## config.mk

```make
export PLATFORM = sky130hd
export DESIGN_NAME = data_mem_arbiter
export DESIGN_NICKNAME = d
export VERILOG_FILES = /design/src/rtl/data_mem_arbiter.sv
export SDC_FILE = /design/constraint.sdc
export NUM_CORES = 1
export LEC_CHECK = 0
export CORE_ASPECT_RATIO = 0.9
export CORE_MARGIN = 3
export CORE_UTILIZATION = 30
export CTS_CLUSTER_SIZE = 10
export DETAILED_ROUTE_END_ITERATION = 6
export GPL_TIMING_DRIVEN = 0
export HOLD_SLACK_MARGIN = 0.02
export PLACE_DENSITY = 0.68
export SYNTH_ARGS = -nofsm -noshare
export SYNTH_HDL_FRONTEND = slang
export SYNTH_SLANG_ARGS = --single-unit
```

## constraint.sdc

```tcl
create_clock -name clk -period 3.2 [get_ports clk]
set_input_delay 0.48 -clock clk [delete_from_list [all_inputs] [get_ports clk]]
set_output_delay 0.48 -clock clk [all_outputs]
set_load 0.005 [all_outputs]
```

## src/rtl/data_mem_arbiter.sv

```systemverilog
`default_nettype none
// data_mem_arbiter: two-port arbiter with ownership locking onto a single-port data memory.
// Rev 1.0 -- optional round-robin contention policy via DMEM_ARB_ROUND_ROBIN_EN.
module data_mem_arbiter #(
   parameter int ADDR_W   = 8,
   parameter int DATA_W   = 8,
   parameter int LOCK_MAX = 15
) (
   input  logic              clk,
   input  logic              resetN,
   input  logic              req0,
   input  logic              req1,
   input  logic              wen0,
   input  logic              wen1,
   input  logic              lock0,
   input  logic              lock1,
   input  logic [ADDR_W-1:0] addr0,
   input  logic [ADDR_W-1:0] addr1,
   input  logic [DATA_W-1:0] wdata0,
   input  logic [DATA_W-1:0] wdata1,
   output logic              gnt0,
   output logic              gnt1,
   output logic              rvalid0,
   output logic              rvalid1,
   output logic [DATA_W-1:0] rdata0,
   output logic [DATA_W-1:0] rdata1,
   output logic              memWen,
   output logic [ADDR_W-1:0] memAddress,
   output logic [DATA_W-1:0] memWriteData,
   input  logic [DATA_W-1:0] memDataOut,
   output logic              lockErr
);

   localparam logic [1:0] IDLE     = 2'd0;
   localparam logic [1:0] LOCK0    = 2'd1;
   localparam logic [1:0] LOCK1    = 2'd2;
   localparam logic [3:0] CNT_LAST = 4'(LOCK_MAX - 1);

   logic [1:0] state;
   logic [1:0] state_nxt;
   logic [3:0] idle_cnt;
   logic [3:0] idle_cnt_nxt;
   logic       err_nxt;
   logic       last_grant;
   logic       pick1;
   logic       own_req;
   logic       own_lock;
   logic       own_gnt;

`ifdef DMEM_ARB_ROUND_ROBIN_EN
   assign pick1 = ~last_grant;
`else
   // Fixed priority: port 0 always wins; last_grant is still tracked.
   assign pick1 = last_grant & 1'b0;
`endif

   always_comb begin
      gnt0 = 1'b0;
      gnt1 = 1'b0;
      if (resetN) begin
         case (state)
            IDLE: begin
               if (req0 && req1) begin
                  gnt1 = pick1;
                  gnt0 = ~pick1;
               end else begin
                  gnt0 = req0;
                  gnt1 = req1;
               end
            end
            LOCK0:   gnt0 = req0;
            LOCK1:   gnt1 = req1;
            default: ;
         endcase
      end
   end

   assign memWen       = (gnt0 & wen0) | (gnt1 & wen1);
   assign memAddress   = gnt1 ? addr1  : addr0;
   assign memWriteData = gnt1 ? wdata1 : wdata0;

   // Signals of whichever port currently owns the memory (meaningful only in LOCKn).
   assign own_req  = (state == LOCK1) ? req1  : req0;
   assign own_lock = (state == LOCK1) ? lock1 : lock0;
   assign own_gnt  = (state == LOCK1) ? gnt1  : gnt0;

   always_comb begin
      state_nxt    = state;
      idle_cnt_nxt = idle_cnt;
      err_nxt      = 1'b0;
      case (state)
         IDLE: begin
            idle_cnt_nxt = 4'd0;
            if (gnt0 && lock0)      state_nxt = LOCK0;
            else if (gnt1 && lock1) state_nxt = LOCK1;
         end
         LOCK0, LOCK1: begin
            if (own_gnt) begin
               idle_cnt_nxt = 4'd0;
               if (!own_lock) state_nxt = IDLE;
            end else if (!own_req && !own_lock) begin
               idle_cnt_nxt = 4'd0;
               state_nxt    = IDLE;
            end else if (idle_cnt == CNT_LAST) begin
               idle_cnt_nxt = 4'd0;
               state_nxt    = IDLE;
               err_nxt      = 1'b1;
            end else begin
               idle_cnt_nxt = idle_cnt + 4'd1;
            end
         end
         default: begin
            idle_cnt_nxt = 4'd0;
            state_nxt    = IDLE;
         end
      endcase
   end

   always_ff @(posedge clk or negedge resetN) begin
      if (!resetN) begin
         state      <= IDLE;
         idle_cnt   <= 4'd0;
         lockErr    <= 1'b0;
         last_grant <= 1'b1;
         rvalid0    <= 1'b0;
         rvalid1    <= 1'b0;
         rdata0     <= '0;
         rdata1     <= '0;
      end else begin
         state    <= state_nxt;
         idle_cnt <= idle_cnt_nxt;
         lockErr  <= err_nxt;
         if (gnt1)      last_grant <= 1'b1;
         else if (gnt0) last_grant <= 1'b0;
         rvalid0 <= gnt0 & ~wen0;
         rvalid1 <= gnt1 & ~wen1;
         if (gnt0 && !wen0) rdata0 <= memDataOut;
         if (gnt1 && !wen1) rdata1 <= memDataOut;
      end
   end

endmodule
`default_nettype wire
```

==> summary.md <==
* worst min path class: in -> async
* residual overflow from global routing: 0
* crit-path most repeated cell: sky130_fd_sc_hd__clkdlybuf4s50_1
* TritonCTS clock tree: yes
* flip-flop and latch count after synthesis: 25
* detailed-route wire length: 3.62 mm
* portion of the post-synthesis area used by sequential elements: 0.469
* maximum achievable frequency: 0.336 GHz
* finished layout cell area: 2310 µm²
* Pwr Density: 621 nW/µm²
* Num CTS Buffers: 3
* count of antenna-violating nets left after detailed routing: 0
* chain of cells forming the critical path: clkdlybuf4s50_1, nor2b_2, a21o_1, nand3_2, buf_6, mux2_2, clkdlybuf4s50_1
* most frequent standard cell in the layout excluding fill and tap cells: sky130_fd_sc_hd__clkdlybuf4s50_1
* number of endpoints failing setup at the final stage: 0
* fin crit period: 2.97 ns
* initial antenna violation count: 0
* actual transition at the worst max-transition pin: 0.638 ns
* final standard cell utilization of the core: 0.551
* Final Skew: 0.00144 ns
* GPL Wtd Cong: 0.853
* later-pin clock latency in the skew report: 0.26 ns
* arrival time worst endpoint: 2.49 ns
* combinational cell fraction of total power: 0.523
* post-route insts no fill: 256
* met2 track demand over resource: 0.246
* drt first-iter violations: 45
* number of buffers on the longest clock path: 2
* clock net sink count: 25
* sum of negative setup slack: 0 ns
* detailed-placement wirelength estimate: 2.93 mm
* cell count after synthesis: 107
* number of global-route vias before repair: 1336
* Worst Setup Start Kind: input port
* core region area: 4180 µm²
* wire length of the first global-routing pass: 6.33 mm
* most used cells in the layout excluding fill and tap cells: 84 x sky130_fd_sc_hd__clkdlybuf4s50_1, 34 x sky130_fd_sc_hd__mux2_2, 25 x sky130_fd_sc_hd__dfrtp_1
* max-cap violations: 0
* met1 track utilization from global routing: 0.169
* count of input and output buffers: 85
* routed vias/inst: 4.65
* Hold Violations, Final: 0
* vertical extent of the die: 69.3 µm
* number of different library cells in the post-synthesis netlist: 29
* GRT Total Usage: 0.144
* leakage power total: 0.959 nW
* Mapped Nets: 159
* Clock Root Buffer: sky130_fd_sc_hd__clkbuf_8
* largest incremental delay on the critical path: 0.48 ns
* post-route worst hold slack: 0.233 ns
* worst-path maximum fanout: 10
* part of the total power dissipated in the clock network: 0.124
* number of core rows: 22
* CTS Hold Buffers Added: 0
* count of pins on the block boundary: 86
* switching power: 419 µW
* share of the clock period used by the worst path: 0.930
* cell count after placement: 252
* mean instance size in the synthesized netlist: 12.5 µm²
* initial core utilization: 0.319
* area delta synth->final: 72.7%
* internal power consumption: 1.01 mW
* fraction of layout cells with a size suffix above 1: 0.245
* total placed instance area: 2260 µm²
* iteration count of the initial detailed-routing pass: 4
* CP max stage cell: sky130_fd_sc_hd__clkdlybuf4s50_1
* Die Footprint: 5290 µm²
* total number of yosys warnings: 0
* unrepaired setup endpoints after global routing: false
* worst max-slew margin expressed relative to the limit: 0.575
* net switching fraction of the power: 0.292
* maximum ir drop on the vdd rail: 0.423 mV
* wire length per cell: 14.1 µm
* most heavily used metal layer in global routing: met2
* level count of the clock H-tree: 1
* outcome: complete, no violations
* met3 track demand over resource: 0.0558
* residual DRC count: 0
* post-layout net count: 249
* area of the mapped netlist: 1340 µm²
* part of the power in registers: 0.353
* Register Area: 626 µm²
* CP endpoint kind: output port
* critical path data required time: 2.72 ns
* fillcell total: 363
* pin count of the biggest net entering global routing: 32
* Inserted Diodes: 0
* Setup CP Type: in -> out
* Horiz. Die Dim: 76.3 µm
* DR vias: 1190
* Clk pin slew, worst setup/hold paths: 0.08 ns
* final-report max-slew violation count: 0
* combined area of the multi-input logic cells: 676 µm²
-- state kept, by name, summed over array words and instances (netlist names) --
signal	count
idle_cnt	4
rvalid1	1
lockErr	1
rvalid0	1
state	2
rdata1	8
rdata0	8
-- cells by family (layout without fill, tap and decap cells) --
logic type,count (synthesis),count (layout),synth area share
xor gates and xnor gates,1,1,0.00656
muxes,36,36,0.302
buffers and inverters,8,97,0.0253
and+or+nand+nor,22,22,0.0947
AOI/OAI and AO/OA,11,11,0.0656
DFF,25,25,0.469
adders and majority gates,4,4,0.0375
-- cells in the mapped netlist --
| library cell | instances | share of area |
|---|---|---|
| sky130_fd_sc_hd__nor2b_2 | 1 | 0.0066 |
| sky130_fd_sc_hd__ha_1 | 4 | 0.037 |
| sky130_fd_sc_hd__nor2_2 | 1 | 0.0047 |
| sky130_fd_sc_hd__o31ai_1 | 1 | 0.0056 |
| sky130_fd_sc_hd__and3_1 | 1 | 0.0047 |
| sky130_fd_sc_hd__o21ai_2 | 1 | 0.0066 |
| sky130_fd_sc_hd__dfrtp_1 | 25 | 0.47 |
| sky130_fd_sc_hd__xor2_1 | 1 | 0.0066 |
| sky130_fd_sc_hd__a21oi_1 | 3 | 0.011 |
| sky130_fd_sc_hd__a22oi_1 | 1 | 0.0056 |
| sky130_fd_sc_hd__nand3_2 | 1 | 0.0075 |
| sky130_fd_sc_hd__or3_1 | 1 | 0.0047 |
| sky130_fd_sc_hd__buf_4 | 1 | 0.0056 |
| sky130_fd_sc_hd__nand4_1 | 2 | 0.0094 |
| sky130_fd_sc_hd__nor2_4 | 1 | 0.0084 |
| sky130_fd_sc_hd__o21a_1 | 1 | 0.0056 |
| sky130_fd_sc_hd__or2_4 | 1 | 0.0066 |
| sky130_fd_sc_hd__nand3_1 | 1 | 0.0037 |
| sky130_fd_sc_hd__o2111ai_1 | 1 | 0.0066 |
| sky130_fd_sc_hd__a21o_1 | 1 | 0.0056 |
| sky130_fd_sc_hd__a22o_1 | 1 | 0.0066 |
| sky130_fd_sc_hd__nand2_1 | 4 | 0.011 |
| sky130_fd_sc_hd__mux2i_1 | 2 | 0.015 |
| sky130_fd_sc_hd__a32oi_2 | 1 | 0.012 |
| sky130_fd_sc_hd__or2_2 | 1 | 0.0047 |
| sky130_fd_sc_hd__inv_1 | 7 | 0.020 |
| sky130_fd_sc_hd__nor2_1 | 6 | 0.017 |
| sky130_fd_sc_hd__nor3b_1 | 1 | 0.0056 |
| sky130_fd_sc_hd__mux2_2 | 34 | 0.29 |
-- worst paths after layout --
kind | slack, ns | cells after the start | start | to
max in group asynchronous | 2.56 | 1 | resetN | state[0]$_DFFE_PN0P_
worst max-delay path | 0.23 | 7 | req0 | memWriteData[0]
worst min-delay path | 0.23 | 1 | resetN | rdata1[3]$_DFFE_PN0P_
worst max register to register | 1.11 | 7 | state[0]$_DFFE_PN0P_ | rdata1[5]$_DFFE_PN0P_
min in group clk | 0.50 | 1 | idle_cnt[0]$_DFF_PN0_ | idle_cnt[0]$_DFF_PN0_
worst min register to register | 0.50 | 1 | idle_cnt[0]$_DFF_PN0_ | idle_cnt[0]$_DFF_PN0_
-- power by group through the flow --
stage | logic (mW) | clock network [mW] | registers, mW
final | 0.749 | 0.177 | 0.506
after global routing | 0.818 | 0.203 | 0.527
after CTS | 0.760 | 0.189 | 0.509
after detailed placement | 0.756 | 0 | 0.512
after global placement | 0.741 | 0 | 0.503
after floorplan | 0.337 | 0 | 0.512
-- cell type report --
cell class,instances,share of cell area
buffer,1,0.00488
clock buffer,3,0.0179
clock inverter,1,0.00217
inverter,7,0.0114
multi-input combinational,74,0.293
sequential,25,0.271
tap,60,0.0326
timing repair buffer,85,0.367
-- through the flow --
step	worst slack [ns]	total power [mW]
after floorplan	1.06	0.849
after global routing	0.0295	1.55
after CTS	0.0735	1.46
after detailed placement	-0.752	1.27
after global placement	-0.670	1.24
final	0.225	1.43
-- layer usage --
layer / wire length [µm] / part of all wire / vias up
met5: 0 / 0 / -
met4: 0 / 0 / 0
met3: 430 / 0.12 / 0
met2: 1720 / 0.48 / 67
met1: 1470 / 0.41 / 564
li1: - / - / 559
-- worst max-delay path: cells and delay by family --
kind,cells,cell delay [ns]
buffers and inverters,3,1.20
AOI/OAI and AO/OA,1,0.14
and+or+nand+nor,2,0.40
muxes,1,0.27
-- repair_timing --
item / in CTS / in global routing
gates resized for setup: 3 / 3
setup buffers: 0 / 0
endpoints found under the setup margin: 19 / 10
(Power assumes the default switching activity.)
==> RTL edit, RTL diff (same settings) <==
`ADDR_W`: 8 -> 7.
--- a/src/rtl/data_mem_arbiter.sv
+++ b/src/rtl/data_mem_arbiter.sv
@@ -2,7 +2,7 @@
 // data_mem_arbiter: two-port arbiter with ownership locking onto a single-port data memory.
 // Rev 1.0 -- optional round-robin contention policy via DMEM_ARB_ROUND_ROBIN_EN.
 module data_mem_arbiter #(
-   parameter int ADDR_W   = 8,
+   parameter int ADDR_W   = 7,
    parameter int DATA_W   = 8,
    parameter int LOCK_MAX = 15
 ) (
Interface: changed (resized addr0, addr1 and memAddress); port bits go from 86 to 83. The function was not compared with the original's and may differ.
==> RTL edit against the original RTL <==
Utilization fell by 0.60 points. Routed wire length fell by 0.30%. Setup slack got worse by 0.038 ns. Power fell by 0.17%. Sequential cell count did not move. First-iteration DRC count rose by 13%. Die area fell by 1.1%. Cell area fell by 1.7%. Count of clock-buffer cells in the layout did not move. Area after synthesis fell by 1.2%. Worst hold slack improved by 0.12 ns. Critical path depth did not move. Global-route usage fell by 1.6 points. Critical path type unchanged. Largest power group unchanged.
==> RTL edit: results <==
[yosys]
syn_nets = 156
synth.top_cells.by_area = "dfrtp_1 47%, mux2_2 28%, ha_1 3.8%"
synth_compound_area_frac = 0.06641
synth-xor-area-share = 0.006641
synth.area.mux_share = 0.2970
yosysWarnings = 0
synth_commonest_cells = "33 x mux2_2, 25 x dfrtp_1, 7 x inv_1"
synthAdderAreaFrac = 0.03795
synth.yosys.seq_area_share = 0.4744

[drt]
wl_met2_um = 1726
wl_met1_um = 1456
first_iter_violations = 51
wl_per_cell_um = 14.31
dr_wl_met3_um = 403
top_layer_used = "met4"
drt-vias-per-instance = 4.583
dr.pass1.iters = 4

[place]
hpwl_um = 2911
io_buffer_count = 82
dpl_worst_slack_ns = -0.7663
gp_congestion = 0.7010

[global_route]
grt_pass1_vias = 1106
grt_max_degree = 32
use_met2 = 0.2297
track_usage = 0.1282
use_met1 = 0.1564
globalRouteMet3Util = 0.02899
grt_pass1_wl_um = 5140

[power]
power.leakage_nw = 0.9373
p_clk_frac = 0.132
peakVddDrop_mv = 0.4329
powerComb_uw = 734
p_int_mw = 1.005
pwr_density_cell_nw_per_um2 = 631.1

[final_layout]
drive_gt1_frac = 0.2396
nFillCells = 353
largestRegisters = "rdata0 x8, rdata1 x8, idle_cnt x4"
insertedDiodeCount = 0
fin_nets = 243

[critical_path]
setup.worst_path.end = "memAddress[5]"
r2r-end = "rdata1[0]$_DFFE_PN0P_"
r2r_start = "state[0]$_DFFE_PN0P_"
crit_arrival_ns = 2.53

[sta]
holdWs_ns = 0.3545
max-slew-margin-rel = 0.5351
setup_ws_ns = 0.1875
clock-skew-final_ns = 0.004751

[clock_tree]
path_clk_slew_ns = 0.09

[outcome]
status = "finished, final reports clean"
-- RTL edit: stage by stage --
stage               utilization  instance area, um^2  cells
floorplan                     -                 1319    106
global placement         0.5328                 2215    248
detailed placement       0.5328                 2215    248
CTS                      0.5449                 2265    252
global route             0.5452                 2266    252
finish                   0.5452                 2266    252
-- RTL edit: worst max-delay path, stage by stage --
cell             delay, ns
clkdlybuf4s50_1       0.54
nor2b_1               0.08
a21o_1                0.19
nand3_2               0.19
buf_4                 0.24
mux2_2                0.34
clkdlybuf4s50_1       0.47
-- RTL edit: layout make-up --
cell class | instances | area, um^2 | share of cell area
repair buffers | 82 | 820.8 | 0.3622
multi-input cells | 73 | 661.9 | 0.2921
flip-flops and latches | 25 | 625.6 | 0.2761
well taps | 60 | 75.07 | 0.03313
clock buffers | 3 | 41.29 | 0.01822
inverters | 7 | 26.28 | 0.01160
clock inverters | 1 | 7.507 | 0.003313
plain buffers | 1 | 7.507 | 0.003313
